`src/rtl/esn_step_scheduler.sv`:
```
// -----------------------------------------------------------------------------
// esn_step_scheduler
//
// Purpose
//   Drives one integer-ESN time step through a single shared interpreter
//   datapath. Neurons are processed one at a time: the committed reservoir
//   state is presented together with a neuron (weight-row) select, the
//   interpreter is kicked with a one-cycle enable, and its result is
//   saturated to the state element width and parked in a pending buffer.
//   When every neuron has a result, the whole pending buffer is copied into
//   the state vector in one cycle, so every neuron of a step sees the same
//   previous state (synchronous reservoir update).
//
// Ports
//   iClk        clock, rising edge
//   iRst        asynchronous active-high reset
//   iStart      request one time step (looked at only while idle)
//   iClear      zero the state vector (looked at only while idle, iStart wins)
//   oIntEn      one-cycle enable pulse to the interpreter
//   oIntData    committed state vector, element k at [k*data_width +: data_width]
//   oNeuronSel  index of the neuron being computed, 0 while idle
//   iIntValue   interpreter result, signed
//   iIntRdy     interpreter ready level
//   oState      same committed state vector as oIntData
//   oBusy       high whenever a step is in progress
//   oDone       one-cycle pulse once the step has been committed
//   oErr        sticky flag: some neuron timed out waiting for ready
//   oStepCount  number of completed steps, wraps at 16 bits
// -----------------------------------------------------------------------------
module esn_step_scheduler #(
    parameter int reservoir_size = 4,
    parameter int data_width     = 3,
    parameter int result_width   = 41,
    parameter int timeout_cycles = 255,
    parameter int idx_width      = 2
) (
    input  logic                                 iClk,
    input  logic                                 iRst,
    input  logic                                 iStart,
    input  logic                                 iClear,
    output logic                                 oIntEn,
    output logic [reservoir_size*data_width-1:0] oIntData,
    output logic [idx_width-1:0]                 oNeuronSel,
    input  logic [result_width-1:0]              iIntValue,
    input  logic                                 iIntRdy,
    output logic [reservoir_size*data_width-1:0] oState,
    output logic                                 oBusy,
    output logic                                 oDone,
    output logic                                 oErr,
    output logic [15:0]                          oStepCount
);

    localparam int vecWidth = reservoir_size * data_width;
    localparam int wdWidth  = $clog2(timeout_cycles + 1);

    // FSM encoding
    localparam logic [2:0] stIdle    = 3'd0;
    localparam logic [2:0] stDrain   = 3'd1;
    localparam logic [2:0] stIssue   = 3'd2;
    localparam logic [2:0] stWaitRdy = 3'd3;
    localparam logic [2:0] stWrite   = 3'd4;
    localparam logic [2:0] stCommit  = 3'd5;

    localparam logic [idx_width-1:0] lastIdx = idx_width'(reservoir_size - 1);
    localparam logic [wdWidth-1:0]   wdLimit = wdWidth'(timeout_cycles);

    // Saturation bounds expressed at the interpreter result width so the
    // comparison is done on the full signed value. ~max equals -(max+1).
    localparam logic signed [result_width-1:0] satMax =
        result_width'((1 << (data_width - 1)) - 1);
    localparam logic signed [result_width-1:0] satMin = ~satMax;

    // -------------------------------------------------------------------------
    // State
    // -------------------------------------------------------------------------
    logic [2:0]            fsmReg,  fsmNext;
    logic [idx_width-1:0]  idxReg,  idxNext;
    logic [wdWidth-1:0]    wdReg,   wdNext;
    logic [vecWidth-1:0]   stateVecReg;
    logic [data_width-1:0] pendingReg [reservoir_size];
    logic [vecWidth-1:0]   pendingFlat;
    logic                  doneReg;
    logic                  errReg;
    logic [15:0]           stepCntReg;

    // Single-cycle strobes decoded by the next-state logic
    logic                  capture;
    logic                  abort;
    logic                  clearVec;
    logic                  commit;

    logic [wdWidth-1:0]    wdInc;
    logic [data_width-1:0] satValue;

    assign wdInc = wdReg + 1'b1;

    // -------------------------------------------------------------------------
    // Saturate the interpreter result into one state element
    // -------------------------------------------------------------------------
    always_comb begin
        satValue = iIntValue[data_width-1:0];
        if ($signed(iIntValue) > satMax) begin
            satValue = satMax[data_width-1:0];
        end else if ($signed(iIntValue) < satMin) begin
            satValue = satMin[data_width-1:0];
        end
    end

    // -------------------------------------------------------------------------
    // Next-state logic
    // -------------------------------------------------------------------------
    always_comb begin
        fsmNext  = fsmReg;
        idxNext  = idxReg;
        wdNext   = wdReg;
        capture  = 1'b0;
        abort    = 1'b0;
        clearVec = 1'b0;
        commit   = 1'b0;

        case (fsmReg)
            stIdle: begin
                // Start takes priority over clear when both are requested.
                if (iStart) begin
                    idxNext = '0;
                    fsmNext = stDrain;
                end else if (iClear) begin
                    clearVec = 1'b1;
                end
            end

            stDrain: begin
                // A ready level left over from the previous neuron must fall
                // before the next enable, otherwise it would be taken as the
                // answer to the new request.
                if (!iIntRdy) begin
                    fsmNext = stIssue;
                end
            end

            stIssue: begin
                wdNext  = '0;
                fsmNext = stWaitRdy;
            end

            stWaitRdy: begin
                // Ready is checked first so an answer arriving on the last
                // allowed cycle is still accepted.
                if (iIntRdy) begin
                    capture = 1'b1;
                    fsmNext = stWrite;
                end else begin
                    wdNext = wdInc;
                    if (wdInc == wdLimit) begin
                        abort   = 1'b1;
                        fsmNext = stWrite;
                    end
                end
            end

            stWrite: begin
                if (idxReg == lastIdx) begin
                    fsmNext = stCommit;
                end else begin
                    idxNext = idxReg + 1'b1;
                    fsmNext = stDrain;
                end
            end

            stCommit: begin
                commit  = 1'b1;
                fsmNext = stIdle;
            end

            default: begin
                fsmNext = stIdle;
            end
        endcase
    end

    // -------------------------------------------------------------------------
    // Control registers
    // -------------------------------------------------------------------------
    always_ff @(posedge iClk or posedge iRst) begin
        if (iRst) begin
            fsmReg     <= stIdle;
            idxReg     <= '0;
            wdReg      <= '0;
            doneReg    <= 1'b0;
            errReg     <= 1'b0;
            stepCntReg <= '0;
        end else begin
            fsmReg     <= fsmNext;
            idxReg     <= idxNext;
            wdReg      <= wdNext;
            doneReg    <= commit;
            errReg     <= errReg | abort;
            stepCntReg <= stepCntReg + {15'd0, commit};
        end
    end

    // -------------------------------------------------------------------------
    // Pending buffer: one register per neuron, written only when that neuron
    // is the current one. A timed-out neuron contributes zero.
    // -------------------------------------------------------------------------
    generate
        for (genvar gi = 0; gi < reservoir_size; gi++) begin : gPending
            always_ff @(posedge iClk or posedge iRst) begin
                if (iRst) begin
                    pendingReg[gi] <= '0;
                end else if (idxReg == idx_width'(gi)) begin
                    if (capture) begin
                        pendingReg[gi] <= satValue;
                    end else if (abort) begin
                        pendingReg[gi] <= '0;
                    end
                end
            end

            assign pendingFlat[gi*data_width +: data_width] = pendingReg[gi];
        end
    endgenerate

    // -------------------------------------------------------------------------
    // Committed state vector. Written only on commit or an idle clear, so it
    // stays constant for every neuron evaluated within a step.
    // -------------------------------------------------------------------------
    always_ff @(posedge iClk or posedge iRst) begin
        if (iRst) begin
            stateVecReg <= '0;
        end else if (commit) begin
            stateVecReg <= pendingFlat;
        end else if (clearVec) begin
            stateVecReg <= '0;
        end
    end

    // -------------------------------------------------------------------------
    // Outputs
    // -------------------------------------------------------------------------
    assign oIntEn     = (fsmReg == stIssue);
    assign oNeuronSel = ((fsmReg == stDrain) || (fsmReg == stIssue) ||
                         (fsmReg == stWaitRdy) || (fsmReg == stWrite)) ? idxReg : '0;
    assign oBusy      = (fsmReg != stIdle);
    assign oIntData   = stateVecReg;
    assign oState     = stateVecReg;
    assign oDone      = doneReg;
    assign oErr       = errReg;
    assign oStepCount = stepCntReg;

endmodule

```
`config.mk`:
```
export PLATFORM = sky130hd
export DESIGN_NAME = esn_step_scheduler
export DESIGN_NICKNAME = d
export VERILOG_FILES = /design/src/rtl/esn_step_scheduler.sv
export SDC_FILE = /design/constraint.sdc
export NUM_CORES = 1
export LEC_CHECK = 0
export CORE_MARGIN = 1
export CORE_UTILIZATION = 45
export DETAILED_ROUTE_END_ITERATION = 10
export PLACE_DENSITY = 0.79
export SLEW_MARGIN = 20
export SYNTH_ARGS = -nofsm -noshare
export SYNTH_HDL_FRONTEND = slang
export SYNTH_SLANG_ARGS = --single-unit
export TNS_END_PERCENT = 30
```
`constraint.sdc`:
```
create_clock -name iClk -period 3.22 [get_ports iClk]
set_clock_uncertainty 0.15 [all_clocks]
set_input_delay 0.644 -clock iClk [delete_from_list [all_inputs] [get_ports iClk]]
set_output_delay 0.644 -clock iClk [all_outputs]
set_load 0.01 [all_outputs]
```
### Word level (Yosys, flattened, before mapping)

Index checks and enable logic that the tools add are counted.

* order comparisons: 2
* $add $sub $neg: 3
* bitwise gates (word level): 1
* eq/ne operators: 14
* shift-type cells: 0
* divide/modulo/power cells: 0
* multiplexer cells: 27
* multiply operators: 0
* reductions and logical operators: 17

Operators with widths (count)
* > comparator 41 x 3 -> 1 bit, second input constant: 1
* < comparator 41 x 3 -> 1 bit, second input constant: 1
* 2-to-1 mux 3 bit: 9
* 2-to-1 mux 12 bit: 2
* adder 16 x 1 -> 16 bit: 1
* one-hot mux 8 bit (2 select lines): 1
* one-hot mux 3 bit (5 select lines): 1
* AND reduction 2 bit: 5
* 2-to-1 mux 1 bit: 9
* adder 8 x 1 -> 8 bit, second input constant: 1
* == test 8 bit, second input constant: 1
* 2-to-1 mux 8 bit: 1
* != test 2 bit, second input constant: 4
* nonzero test 2 bit: 4
* == test 3 x 2 -> 1 bit, second input constant: 2
* == test 3 bit, second input constant: 2
* 2-to-1 mux 2 bit: 3
* AND reduction 3 bit: 2
* == test 2 bit, second input constant: 2
* one-hot mux 2 bit (2 select lines): 1
* == test 3 x 1 -> 1 bit, second input constant: 1
* zero test 3 bit: 1
* logical OR 1 bit: 3
* != test 3 bit, second input constant: 1
* 5 further kinds: 5

* register bits after elaboration: 55
* input port bits: 46
* logic and storage cells: 75
* bits in writable memories: 0
* memories: 0
* bits in latches: 0
* ROM bits: 0

### Longest topological paths before layout

* depth after elaboration: 7
* mapped depth: 11

### Worst setup path before layout

OpenSTA, ideal clock, no wires.

* path type: register to register
* start: register fsmReg[2]
* end: register stepCntReg[14], in the netlist oStepCount[14]
* library setup time: 0.125 ns
* cell stages (with the launch flop): 12
* arrival time: 2.166 ns
* setup slack: 0.778 ns
* cell sequence: dfrtp_1 buf_2 inv_1 nor2_1 buf_2 ha_1 ha_1 and4_1 nor2b_1 and4_1 nand3_1 xnor2_1

* longest elaborated chain between the ends: 3

RTL lines
* from (decl): RTL line 76 `logic [2:0] fsmReg, fsmNext;`
* from (signal assigned): RTL line 186 `fsmReg <= stIdle;`
* from (signal assigned): RTL line 193 `fsmReg <= fsmNext;`
* == test 3 bit: RTL line 121 `case (fsmReg)`
* 2-to-1 mux 1 bit: RTL line 121
* named net commit: RTL line 90 `logic commit;`
* adder 16 x 1 -> 16 bit: RTL line 198 `stepCntReg <= stepCntReg + {15'd0, commit};`
* to (signal assigned): RTL line 198
* to (decl): RTL line 84 `logic [15:0] stepCntReg;`

The timed path passes the listed nets, and every way through them passes these cells.
A chain may end at the register's enable or synchronous reset.

### Worst setup path after layout

* start: register fsmReg[0]
* end: output port oNeuronSel[0]

* longest elaborated chain between the ends: 5

RTL lines
* == test 3 x 1 -> 1 bit / == test 3 x 2 -> 1 bit (equally long branches): RTL line 242 `assign oNeuronSel = ((fsmReg == stDrain) || (fsmReg == stIssue) ||`
* logical OR 1 bit (2 in series): RTL line 242
* logical OR 1 bit (*): RTL line 243 `(fsmReg == stWaitRdy) || (fsmReg == stWrite)) ? idxReg : '0;`
* 2-to-1 mux 2 bit (*): RTL line 243
* to (decl): RTL line 43 `output logic [idx_width-1:0] oNeuronSel,`

Every way passes the cells marked *; elsewhere a longest branch is shown, timed or not.

==> impl_metrics.env <==
export IMPL_initial_utilization=0.479
export IMPL_rsz0062_at_grt="no"
export IMPL_switchingPower_mw=0.688
export IMPL_p_comb_frac=0.348
export IMPL_synth_commonest_cells="55 x dfrtp_1, 26 x a22o_1, 18 x nand2_1"
export IMPL_vias=2259
export IMPL_placed_cell_area_um2=3620
export IMPL_antenna_found_initial=0
export IMPL_placed_cells_incl_taps=399
export IMPL_min_period_over_period=0.873
export IMPL_p_per_area_nw_per_um2=581
export IMPL_wl_per_cell_um=14.6
export IMPL_dp_slack_ns=0.676
export IMPL_stdcell_count=406
export IMPL_seqPwrFrac=0.447
export IMPL_dr_pass1_iters=4
export IMPL_ios=92
export IMPL_fp_dieArea_um2=6350
export IMPL_p_int_mw=1.48
export IMPL_hold_buffers=0
export IMPL_grtUsageTotal=0.200
export IMPL_port_buffers=91
export IMPL_clk_latency_ns=0.30
export IMPL_syn_inst=251
export IMPL_setup_viol=0
export IMPL_gr_total_overflow=0
export IMPL_crit_type="reg2out"
export IMPL_rows=27
export IMPL_hold_class="reg2reg"
export IMPL_synth_area_leaders="dfrtp_1 51%, a22o_1 8.4%, buf_4 3.9%"
export IMPL_place_gp_congestion=0.818
export IMPL_grt_pass1_vias=2109
export IMPL_ir_drop_mv=0.385
export IMPL_cap_violations=0
export IMPL_synth_top_area_share=0.506
export IMPL_yosysMostFrequentCell="dfrtp_1"
export IMPL_synth_seq_cells=55
export IMPL_final_cell_area_um2=3730
export IMPL_p_leak_nw=1.58
export IMPL_yosysTopAreaCell="dfrtp_1"
export IMPL_die_y_um=79.7
export IMPL_drive_above_1_share=0.0539
export IMPL_drc=0
export IMPL_cts_root_buf="clkbuf_8"
export IMPL_core_area_um2=5680
export IMPL_arrival_ns=2.02
export IMPL_ant_nets=0
export IMPL_nets=388
export IMPL_swShare=0.318
export IMPL_avgSynthCellArea_um2=10.8
export IMPL_crit_required_ns=2.43
export IMPL_slew_viol_final=0
export IMPL_period_needed_ns=2.81
export IMPL_worstMarginPinSlew_ns=0.439
export IMPL_clkPwrFrac=0.205
export IMPL_holdWs_ns=0.326
export IMPL_die_w_um=79.7
export IMPL_layout_setup_ws_ns=0.410
export IMPL_p_total_mw=2.16
export IMPL_numCtsBuffers=5
export IMPL_grt_max_degree=22
export IMPL_worst_setup_path_end_kind="output port"
export IMPL_yosysUniqueCellTypes=39
export IMPL_max_freq_ghz=0.356
export IMPL_setup_tns_ns=0
export IMPL_clkSinkCount=55
export IMPL_clk_pin_slew_ns=0.09
export IMPL_final_core_util=0.657
export IMPL_synth_ff_type="dfrtp_1"
export IMPL_syn_nets=305
export IMPL_grt_pass1_wl_mm=9.97
export IMPL_drt_iter0_drc=100
export IMPL_ctsLongestPathBuffers=2
export IMPL_post_cts_setup_buffers=0
export IMPL_n_antenna_cell=0
export IMPL_ys_seq_area_frac=0.506
export IMPL_hold_violations=0
export IMPL_crit_path_start_kind="flop"
export IMPL_slew_headroom=0.707
export IMPL_place_hpwl_mm=4.63
export IMPL_status="completed"
export IMPL_area_growth_pct=37.1
export IMPL_cts_resized=0
export IMPL_h_tree_depth=2
export IMPL_cts_tree="yes"
export IMPL_yosys_warnings=0
export IMPL_finalWirelength_mm=5.93
export IMPL_synth_edf_count=0
export IMPL_post_drt_via_cell_ratio=5.56
export IMPL_synth_cell_area_um2=2720
export IMPL_worstPathMaxFanout=11
export IMPL_synthArstFlopShare=1.00
==> critical path, stage by stage (launching register included) <==
cell             delay (ns)
dfrtp_1                0.50
nor2_1                 0.36
xnor2_1                0.17
and2_1                 0.15
clkdlybuf4s50_1        0.53
==> power by group through the flow <==
stage / registers [mW] / logic (mW) / clock network (mW)
CTS: 0.969 / 0.758 / 0.450
detailed placement: 0.982 / 0.754 / 0
floorplan: 0.954 / 0.453 / 0
global placement: 0.978 / 0.736 / 0
finish: 0.968 / 0.753 / 0.444
global route: 0.994 / 0.833 / 0.482
==> cell families (layout without fill, tap and decap cells) <==
| kind of cell | Yosys count | after routing | share of synthesized area |
|---|---|---|---|
| AND/OR/NAND/NOR | 92 | 92 | 0.188 |
| XOR/XNOR | 17 | 17 | 0.0576 |
| adder cells (fa/ha/maj) | 8 | 8 | 0.0368 |
| buffers and inverters | 25 | 108 | 0.0557 |
| flip-flops | 55 | 55 | 0.506 |
| AO/OA/AOI/OAI | 54 | 54 | 0.155 |
==> sequential cells by signal (all words and copies together), names as in the netlist <==
name         flops
fsmReg           3
idxReg           2
oDone            1
oErr             1
oIntData        12
oStepCount      16
pendingFlat     12
wdReg            8
==> placed cells by master (no fill, tap or decap), types with 8 or more instances in the layout <==
cell type / count
xnor2_1: 12
nand4_1: 13
o21ai_0: 13
nand2_1: 18
nor4_1: 14
ha_1: 8
dfrtp_1: 55
a22o_1: 26
clkdlybuf4s50_1: 91
nor2_1: 11
nand3_1: 11
==> per-layer routing <==
| metal | routed length, um | GRT usage |
|---|---|---|
| met2 | 2830 | 0.315 |
| met4 | 59 | 0.0418 |
| met1 | 2820 | 0.284 |
| met3 | 230 | 0.0400 |
| met5 | 0 | 0 |
==> path summary, 6_finish.rpt <==
path                                start              to  slack, ns  cells after the start
hold reg to reg            oStepCount[15]  oStepCount[15]       0.33                      1
hold / removal             oStepCount[15]  oStepCount[15]       0.33                      1
setup / recovery                fsmReg[0]   oNeuronSel[0]       0.41                      4
max in group asynchronous            iRst     oIntData[8]       1.85                      3
setup reg to reg                fsmReg[2]  oStepCount[14]       0.72                      9
min in group asynchronous            iRst     oIntData[9]       0.50                      2
==> cell type report <==
| type | count | area, um^2 |
|---|---|---|
| clock inverter | 2 | 37.5 |
| tap | 72 | 90.1 |
| sequential | 55 | 1380 |
| fill | 451 | 1950 |
| timing repair buffer | 95 | 941 |
| inverter | 6 | 22.5 |
| multi-input combinational | 171 | 1190 |
| clock buffer | 5 | 68.8 |
(Power assumes the default switching activity.)
